--- src/rtl/tomasulo_pkg.sv ---
// Shared Tomasulo definitions: tag/data widths, adder op codes, the reserved
// "no producer" tag and the message broadcast on the common data bus.
package tomasulo_pkg;

  localparam int TAG_W  = 8;
  localparam int DATA_W = 8;

  localparam logic [3:0] OP_ADD = 4'b0000;
  localparam logic [3:0] OP_SUB = 4'b0001;

  // Tag 0 marks a register whose value is already available; never a real producer.
  localparam logic [TAG_W-1:0] TAG_NONE = '0;

  typedef struct packed {
    logic [TAG_W-1:0]  tag;
    logic [DATA_W-1:0] value;
    logic              ovf;
  } cdb_msg_t;

endpackage

--- src/rtl/result_fifo.sv ---
// Result buffer between the execute pipeline and the CDB: an in-order FIFO of
// finished results waiting for a bus grant.
// Ports:
//   clk, rst_n    clock, asynchronous active-low reset
//   push_i        write push_msg_i at the tail (caller guarantees space)
//   push_msg_i    finished result
//   pop_i         drop the head entry (ignored when empty)
//   head_o        oldest entry, valid while count_o != 0
//   count_o       number of occupied entries
module result_fifo
  import tomasulo_pkg::*;
#(
  parameter  int DEPTH = 2,
  localparam int CNT_W = $clog2(DEPTH + 1)
) (
  input  logic             clk,
  input  logic             rst_n,
  input  logic             push_i,
  input  cdb_msg_t         push_msg_i,
  input  logic             pop_i,
  output cdb_msg_t         head_o,
  output logic [CNT_W-1:0] count_o
);

  localparam int PTR_W = (DEPTH > 1) ? $clog2(DEPTH) : 1;

  cdb_msg_t         mem_q [DEPTH];
  logic [PTR_W-1:0] wr_q, rd_q;
  logic [CNT_W-1:0] count_q;
  logic             do_pop;

  function automatic logic [PTR_W-1:0] next_ptr(input logic [PTR_W-1:0] p);
    return (p == PTR_W'(DEPTH - 1)) ? '0 : p + PTR_W'(1);
  endfunction

  assign do_pop  = pop_i && (count_q != '0);
  assign head_o  = mem_q[rd_q];
  assign count_o = count_q;

  // NOTE: storage has no reset; only pointers and count define which entries are live.
  always_ff @(posedge clk) begin
    if (push_i) mem_q[wr_q] <= push_msg_i;
  end

  always_ff @(posedge clk or negedge rst_n) begin
    if (!rst_n) begin
      wr_q    <= '0;
      rd_q    <= '0;
      count_q <= '0;
    end else begin
      if (push_i) wr_q <= next_ptr(wr_q);
      if (do_pop) rd_q <= next_ptr(rd_q);
      case ({push_i, do_pop})
        2'b10:   count_q <= count_q + CNT_W'(1);
        2'b01:   count_q <= count_q - CNT_W'(1);
        default: ;
      endcase
    end
  end

endmodule

--- src/rtl/adder_cdb_writeback.sv ---
// Adder execution unit and CDB writeback. Accepts one ready RS entry per cycle,
// computes ADD/SUB, carries it through a fixed LATENCY-stage pipeline into a
// result FIFO, and broadcasts {tag,value,ovf} on the CDB under request/grant.
// Each broadcast also releases the RS entry (FreeValid/FreeTag).
// Ports:
//   Clock, Resetn                  clock, asynchronous active-low reset
//   DispValid/DispReady            dispatch handshake from the adder RS
//   DispTag/DispOp/DispVj/DispVk   dispatched entry
//   CdbReq/CdbGrant                bus request (buffer non-empty) and grant
//   CdbValid/CdbTag/CdbValue/CdbOvf  registered broadcast, one-cycle strobe
//   FreeValid/FreeTag              RS release, mirrors the broadcast
module adder_cdb_writeback
  import tomasulo_pkg::*;
#(
  parameter int LATENCY    = 2,
  parameter int OBUF_DEPTH = 2
) (
  input  logic              Clock,
  input  logic              Resetn,
  input  logic              DispValid,
  output logic              DispReady,
  input  logic [TAG_W-1:0]  DispTag,
  input  logic [3:0]        DispOp,
  input  logic [DATA_W-1:0] DispVj,
  input  logic [DATA_W-1:0] DispVk,
  output logic              CdbReq,
  input  logic              CdbGrant,
  output logic              CdbValid,
  output logic [TAG_W-1:0]  CdbTag,
  output logic [DATA_W-1:0] CdbValue,
  output logic              CdbOvf,
  output logic              FreeValid,
  output logic [TAG_W-1:0]  FreeTag
);

  localparam int CNT_W = $clog2(LATENCY + OBUF_DEPTH + 1);
  localparam int BUF_W = $clog2(OBUF_DEPTH + 1);

  logic [DATA_W:0]    sum, diff;
  cdb_msg_t           exec_msg;
  logic [LATENCY-1:0] valid_q;
  cdb_msg_t           msg_q [LATENCY];
  logic [CNT_W-1:0]   inflight;
  logic [BUF_W-1:0]   buf_count;
  cdb_msg_t           head_msg;
  logic               live_q;
  logic               accept, pop;
  logic               cdb_valid_q;
  cdb_msg_t           cdb_msg_q;

  // NOTE: every signal gets a value on every path, so no latch is inferred.
  always_comb begin
    sum           = {1'b0, DispVj} + {1'b0, DispVk};
    diff          = {1'b0, DispVj} - {1'b0, DispVk};
    exec_msg.tag  = DispTag;
    case (DispOp)
      OP_ADD: begin
        exec_msg.value = sum[DATA_W-1:0];
        exec_msg.ovf   = sum[DATA_W];
      end
      // Top bit of the widened difference is the borrow, i.e. Vj < Vk.
      OP_SUB: begin
        exec_msg.value = diff[DATA_W-1:0];
        exec_msg.ovf   = diff[DATA_W];
      end
      // Undefined op codes execute as ADD.
      default: begin
        exec_msg.value = sum[DATA_W-1:0];
        exec_msg.ovf   = sum[DATA_W];
      end
    endcase
  end

  always_comb begin
    inflight = '0;
    for (int i = 0; i < LATENCY; i++) inflight = inflight + CNT_W'(valid_q[i]);
  end

  // Credit: every in-flight op already owns a buffer slot, so the pipeline
  // exit can never find the buffer full. live_q holds ready low during reset.
  assign DispReady = live_q && ((inflight + CNT_W'(buf_count)) < CNT_W'(OBUF_DEPTH));
  assign accept    = DispValid && DispReady && (DispTag != TAG_NONE);
  assign CdbReq    = (buf_count != '0);
  assign pop       = CdbReq && CdbGrant;

  // NOTE: sequential state uses non-blocking assignment so all stages shift on the same edge.
  always_ff @(posedge Clock or negedge Resetn) begin
    if (!Resetn) begin
      live_q  <= 1'b0;
      valid_q <= '0;
    end else begin
      live_q     <= 1'b1;
      valid_q[0] <= accept;
      for (int i = 1; i < LATENCY; i++) valid_q[i] <= valid_q[i-1];
    end
  end

  always_ff @(posedge Clock) begin
    msg_q[0] <= exec_msg;
    for (int i = 1; i < LATENCY; i++) msg_q[i] <= msg_q[i-1];
  end

  result_fifo #(.DEPTH(OBUF_DEPTH)) u_obuf (
    .clk        (Clock),
    .rst_n      (Resetn),
    .push_i     (valid_q[LATENCY-1]),
    .push_msg_i (msg_q[LATENCY-1]),
    .pop_i      (pop),
    .head_o     (head_msg),
    .count_o    (buf_count)
  );

  // Broadcast register: strobe for one cycle per pop, payload holds afterwards.
  always_ff @(posedge Clock or negedge Resetn) begin
    if (!Resetn) begin
      cdb_valid_q <= 1'b0;
      cdb_msg_q   <= '0;
    end else begin
      cdb_valid_q <= pop;
      if (pop) cdb_msg_q <= head_msg;
    end
  end

  assign CdbValid  = cdb_valid_q;
  assign CdbTag    = cdb_msg_q.tag;
  assign CdbValue  = cdb_msg_q.value;
  assign CdbOvf    = cdb_msg_q.ovf;
  assign FreeValid = cdb_valid_q;
  assign FreeTag   = cdb_msg_q.tag;

endmodule

--- config.mk ---
export PLATFORM = sky130hd
export DESIGN_NAME = adder_cdb_writeback
export DESIGN_NICKNAME = d
export VERILOG_FILES = /design/src/rtl/tomasulo_pkg.sv /design/src/rtl/result_fifo.sv /design/src/rtl/adder_cdb_writeback.sv
export SDC_FILE = /design/constraint.sdc
export NUM_CORES = 1
export LEC_CHECK = 0
export ABC_AREA = 1
export CAP_MARGIN = 10
export CORE_MARGIN = 5
export CORE_UTILIZATION = 40
export DETAILED_ROUTE_END_ITERATION = 7
export PLACE_DENSITY = 0.72
export SLEW_MARGIN = 40
export SYNTH_ARGS = -nofsm -noshare
export SYNTH_HDL_FRONTEND = slang
export SYNTH_SLANG_ARGS = --single-unit
--- constraint.sdc ---
create_clock -name Clock -period 2 [get_ports Clock]
set_input_delay 0.6 -clock Clock [delete_from_list [all_inputs] [get_ports Clock]]
set_output_delay 0.6 -clock Clock [all_outputs]
set_load 0.01 [all_outputs]
==> flow_metrics.env, run 1 <==
export IMPL_synth_simple_gate_area_share_pct=16.1
export IMPL_avgSynthCellArea_um2=11.1
export IMPL_syn_area_um2=3880
export IMPL_fp_dieW_um=108
export IMPL_setup_worst_path_class="flip-flop to output port"
export IMPL_ys_ff_latch=93
export IMPL_clockBufferDepth=2
export IMPL_max_cap_viol_count=0
export IMPL_r2r_cells=8
export IMPL_worst_r2r_startpoint="u_obuf.count_o[0]"
export IMPL_cts_tree="yes"
export IMPL_yosys_mux_area_fraction_pct=0
export IMPL_die_h_um=108
export IMPL_whs_endpoint="msg_q[0][26]"
export IMPL_drt_initial_drc_count=109
export IMPL_antenna_left=0
export IMPL_via_per_inst=4.43
export IMPL_rsz0062_at_grt="true"
export IMPL_drive_gt1_share_pct=20.0
export IMPL_grt_pass1_vias=2437
export IMPL_start_util_pct=40.4
export IMPL_switching_share_pct=31.1
export IMPL_cp_start_kind="flip-flop"
export IMPL_clkPwrFrac_pct=19.9
export IMPL_setup_violations=0
export IMPL_cp_arrival_ns=1.35
export IMPL_tns_ns=0
export IMPL_status="complete, no violations"
export IMPL_ir_drop_v=0.000414
export IMPL_overflow=0
export IMPL_yosys_area_top_type="edfxtp_1"
export IMPL_final_cell_mix="89 x nand2_1, 55 x clkdlybuf4s50_1, 34 x dfxtp_1, 34 x edfxtp_1, 31 x inv_1"
export IMPL_cp_required_ns=1.40
export IMPL_endpoint_kind="output port"
export IMPL_synth_area_leaders="edfxtp_1 26%, dfxtp_1 18%, dfrtp_1 16%"
export IMPL_path_clk_slew_ns=0.09
export IMPL_p_comb_share_pct=34.2
export IMPL_grt_max_degree=36
export IMPL_fin_nets=478
export IMPL_hp_class="flip-flop to flip-flop"
export IMPL_track_usage_pct=11.5
export IMPL_cts_buffers=9
export IMPL_htreeDepth=3
export IMPL_dp_cells=547
export IMPL_r2r_slack_ns=0.27
export IMPL_post_dp_hpwl_um=4790
export IMPL_antenna_found_initial=0
export IMPL_synth_top_area_share_pct=26.3
export IMPL_dr_pass1_iters=4
export IMPL_die_area_um2=11800
export IMPL_path_max_fanout=2
export IMPL_netlist_instances=350
export IMPL_slew_limit_headroom_pct=51.9
export IMPL_final_common_cell="nand2_1"
export IMPL_p_leak_nw=2.09
export IMPL_num_io_pins=61
export IMPL_synth_nets=402
export IMPL_fin_cells=564
export IMPL_worstMarginPinSlew_ns=0.721
export IMPL_p_int_mw=3.90
export IMPL_synthXorXnorAreaFrac_pct=1.58
export IMPL_synth_compound_area_share_pct=8.07
export IMPL_synth_top_family_by_area="simple AND/OR/NAND/NOR gates"
export IMPL_drt_wl_total_um=6410
export IMPL_worstSkewPairLatency_ns=0.34
export IMPL_fp_row_count=36
export IMPL_power_density_nw_per_um2=1160
export IMPL_hold_viol=0
export IMPL_p_seq_share_pct=45.9
export IMPL_clockRootBuffer="clkbuf_8"
export IMPL_grt_first_pass_wirelength_um=10700
export IMPL_max_freq_mhz=513
export IMPL_drv_slew=0
export IMPL_routabilityCongestion=0.933
export IMPL_finalCritPeriodShare_pct=97.4
export IMPL_yosys_warnings=0
export IMPL_core_um2=9590
export IMPL_drc=0
export IMPL_rr_endpoint="u_obuf.count_o[1]"
export IMPL_nFillCells=860
export IMPL_io_buffers=60
export IMPL_p_sw_mw=1.76
export IMPL_hp_start="msg_q[0][9]"
export IMPL_synth_cell_types=31
export IMPL_skew_ns=0.00709
export IMPL_cts_sinks=93
export IMPL_wl_per_cell_um=11.4
export IMPL_hold_depth=0
export IMPL_syn_to_final_growth_pct=25.9
export IMPL_diodes=0
export IMPL_synth_fa_ha_area_share_pct=6.84
export IMPL_num_vias=2497
export IMPL_period_needed_ns=1.95
export IMPL_yosysSeqAreaShare_pct=60.0
cell usage after synthesis (all sizes together):
cell / count
nand4: 4
o21ai: 7
a31oi: 17
a21oi: 10
buf: 15
nand2: 92
nand3: 15
ha: 18
conb: 1
nor2: 29
xor2: 5
o21a: 1
nor4: 2
inv: 35
or2: 1
edfxtp: 34
xnor2: 2
dfxtp: 34
clkinv: 1
dfrtp: 25
fa: 2
worst max-delay path: stages, from the launching register on:
cell and delay, ns:
dfrtp_1 0.39, ha_2 0.18, nor2_1 0.09, nand2_1 0.07, a21oi_2 0.12, buf_2 0.15
per-stage QoR:
| stage | total power, mW | cell area (um^2) | util, % | hold slack [ns] | worst slack (ns) |
|---|---|---|---|---|---|
| global placement | 4.56 | 4660 | 48.5 | 0.312 | -0.330 |
| global route | 6.04 | 4880 | 50.9 | 0.340 | -0.0590 |
| CTS | 5.75 | 4850 | 50.5 | 0.328 | 0.000426 |
| floorplan | 3.86 | 3880 | - | 0.304 | 0.218 |
| detailed placement | 4.62 | 4660 | 48.5 | 0.312 | -0.391 |
| finish | 5.66 | 4880 | 50.9 | 0.330 | 0.0515 |
cells by family after synthesis:
group / after synthesis
flops: 93
fa+ha+maj: 20
buf+inv: 51
compound gates: 35
simple gates: 143
xor+xnor: 7
other cells: 1
what timing repair did:
action,CTS,global route
setup buffers,0,1
hold buffers,0,0
resized for setup,9,11
pin swaps,0,5
setup endpoints to repair,3,7
how the worst max path moves through the flow:
stage / start / to / slack, ns / cells past startpoint
finish: u_obuf.count_o[0] / DispReady / 0.05 / 5
global route: u_obuf.count_o[0] / DispReady / -0.06 / 5
CTS: u_obuf.count_o[0] / CdbReq / 0.0004 / 3
detailed placement: DispVj[0] / msg_q[0][7] / -0.39 / 13
global placement: DispVk[0] / msg_q[0][7] / -0.33 / 12
floorplan: DispVj[0] / msg_q[0][7] / 0.22 / 12
metal layers:
metal | track usage (%) | vias to the layer above | share of wire, %
met5 | 0 | - | 0
met4 | 5.05 | 0 | 1.8
met3 | 2.33 | 12 | 4.2
met2 | 19.5 | 59 | 51
met1 | 14.0 | 1131 | 43
li1 | - | 1295 | -
power groups by stage:
stage,clock network (mW),registers [mW],logic (mW)
2_1_floorplan,0,2.69,1.16
3_3_place_gp,0,2.62,1.94
3_5_place_dp,0,2.65,1.97
4_1_cts,1.17,2.61,1.98
5_1_grt,1.25,2.65,2.13
6_report,1.13,2.60,1.94
flip-flops by register name, summed over array words and instances (netlist names):
register        count
u_obuf.count_o      2
msg_q              34
u_obuf.wr_q         1
CdbValid            1
live_q              1
CdbValue            8
valid_q             2
CdbTag              8
u_obuf.rd_q         1
u_obuf.mem_q       34
CdbOvf              1
area by class of cell:
cell class              count  area, um^2  area share [%]
clock buffers              12         156            3.20
clock inverters             4        31.3           0.641
inverters                  36         141            2.90
multi-input cells         206        1300            26.6
flip-flops and latches     93        2330            47.7
well taps                 133         166            3.41
repair buffers             80         761            15.6
Note: power is estimated with default switching activity, not from simulation.
==> run 2, diff against run 1 <==
- CORE_MARGIN: 5 -> 2
- PLACE_DENSITY: 0.72 -> default
==> run 2 against run 1 <==
Against the previous run: maximum frequency rose by 0.19%; non-clock buffer count rose by 11; combinational power rose by 3%; highest routed layer unchanged; routed wire length rose by 4.2%; first-iteration DRC count rose by 24%; clock skew rose by 0.0013 ns; cell count rose by 1.2%; final area rose by 2.6%; register-to-register slack improved by 0.06 ns; core utilization rose by 2.8 points; total power rose by 2.1%.
==> flow_metrics.env, run 2 (synthesized netlist as in run 1, its figures left out) <==
export IMPL_power_density_nw_per_um2=1150
export IMPL_final_cell_mix="88 x nand2_1, 55 x clkdlybuf4s50_1, 34 x dfxtp_1, 34 x edfxtp_1"
export IMPL_setup_violations=0
export IMPL_die_area_um2=10500
export IMPL_drive_gt1_share_pct=23.8
export IMPL_max_cap_viol_count=0
export IMPL_rsz0062_at_grt="true"
export IMPL_worst_r2r_startpoint="u_obuf.count_o[0]"
export IMPL_met2_length_um=3360
export IMPL_grt_first_pass_wirelength_um=10800
export IMPL_cts_sinks=93
export IMPL_hold_viol=0
export IMPL_worst_path_stages=5
export IMPL_cp_required_ns=1.40
export IMPL_setup_worst_path_class="flip-flop to output port"
export IMPL_finalCritPeriodShare_pct=97.2
export IMPL_drt_met1_wl_um=2930
export IMPL_syn_to_final_growth_pct=29.2
export IMPL_num_io_pins=61
export IMPL_diodes=0
export IMPL_track_usage_pct=13.5
export IMPL_fin_cells=571
export IMPL_path_clk_slew_ns=0.09
export IMPL_critical_path_max_stage_delay_ns=0.40
export IMPL_path_max_fanout=2
export IMPL_cts_tree="yes"
export IMPL_io_buffers=60
export IMPL_cp_buffers_inverters=1
export IMPL_routabilityCongestion=0.786
export IMPL_final_common_cell="nand2_1"
export IMPL_antenna_left=0
export IMPL_drc=0
export IMPL_via_per_inst=4.44
export IMPL_status="complete, no violations"
export IMPL_core_um2=9330
export IMPL_dp_slack_ns=-0.374
export IMPL_grt_pass1_vias=2397
export IMPL_fp_dieW_um=102
export IMPL_drt_initial_drc_count=135
export IMPL_dp_cells=552
export IMPL_overflow=0
export IMPL_crit_end="DispReady"
export IMPL_worst_slack_ns=0.0553
export IMPL_ir_drop_v=0.000414
export IMPL_grt_max_degree=36
export IMPL_clockBufferDepth=2
export IMPL_fp_row_count=35
export IMPL_post_route_util_pct=53.7
export IMPL_wl_met3_um=272
export IMPL_hp_class="flip-flop to flip-flop"
export IMPL_routed_top_layer="met4"
export IMPL_r2r_cells=8
export IMPL_crit_path_cell_trace="ha_2 -> nor2_1 -> nand2_1 -> a21oi_2 -> buf_2"
export IMPL_fin_nets=489
export IMPL_cp_arrival_ns=1.34
export IMPL_wl_per_cell_um=11.7
export IMPL_start_util_pct=41.6
export IMPL_clockRootBuffer="clkbuf_8"
export IMPL_endpoint_kind="output port"
export IMPL_drt_wl_total_um=6680
export IMPL_htreeDepth=3
export IMPL_dr_pass1_iters=6
export IMPL_reg_largest_list="msg_q (34), u_obuf.mem_q (34)"
export IMPL_worstSkewPairLatency_ns=0.35
export IMPL_num_vias=2537
export IMPL_slowest_stage="dfrtp_1"
export IMPL_period_needed_ns=1.94
export IMPL_antenna_found_initial=0
export IMPL_r2r_slack_ns=0.33
export IMPL_skew_ns=0.00840
export IMPL_cp_start_kind="flip-flop"
export IMPL_drv_slew=0
export IMPL_p_leak_nw=2.15
export IMPL_nFillCells=860
export IMPL_startpoint="valid_q[0]"
export IMPL_die_h_um=102
export IMPL_crit_family="flip-flops"
export IMPL_post_dp_hpwl_um=4920
export IMPL_max_freq_mhz=514
export IMPL_rr_endpoint="u_obuf.count_o[1]"
export IMPL_cts_buffers=9
export IMPL_power_mw=5.78
run 2: power by group:
part           switching (mW)  total, mW  internal [mW]  leakage, nW
combinational           0.964       2.00           1.03         1.17
sequential              0.221       2.60           2.38        0.884
clock                   0.686       1.18          0.495        0.103
run 2: how the worst min path moves through the flow:
stage / from / endpoint / depth (start not counted)
3_5_place_dp: msg_q[0][15] / msg_q[0][32] / 0
6_report: msg_q[0][5] / msg_q[0][22] / 0
2_1_floorplan: Resetn / CdbOvf / 0
3_3_place_gp: msg_q[0][9] / msg_q[0][26] / 0
4_1_cts: msg_q[0][5] / msg_q[0][22] / 0
5_1_grt: msg_q[0][5] / msg_q[0][22] / 0
run 2: layout make-up:
| type | instances | area (um^2) | share of cell area, % |
|---|---|---|---|
| clock buffer | 9 | 124 | 2.47 |
| clock inverter | 7 | 81.3 | 1.62 |
| inverter | 36 | 141 | 2.82 |
| multi-input combinational | 206 | 1330 | 26.6 |
| sequential | 93 | 2330 | 46.5 |
| tap | 129 | 161 | 3.22 |
| timing repair buffer | 91 | 843 | 16.8 |
run 2: repair_timing:
action	CTS	global route
buffers inserted	0	3
hold endpoints to repair	0	0
hold buffers	0	0
pin swaps	1	5
gates resized for setup	9	18
endpoints found under the setup margin	3	7
run 2: metal layers:
layer | GRT usage, % | vias up
met5 | 0 | -
met4 | 7.28 | 0
met3 | 2.46 | 11
met2 | 23.4 | 58
met1 | 16.0 | 1150
li1 | - | 1318
run 2: metrics by stage:
step	setup TNS (ns)	hold slack [ns]	instance area [um^2]
detailed placement	-2.05	0.312	4720
finish	0	0.330	5010
floorplan	0	0.304	3880
global route	-0.0328	0.333	5010
CTS	-0.0151	0.332	4930
global placement	-1.81	0.311	4720
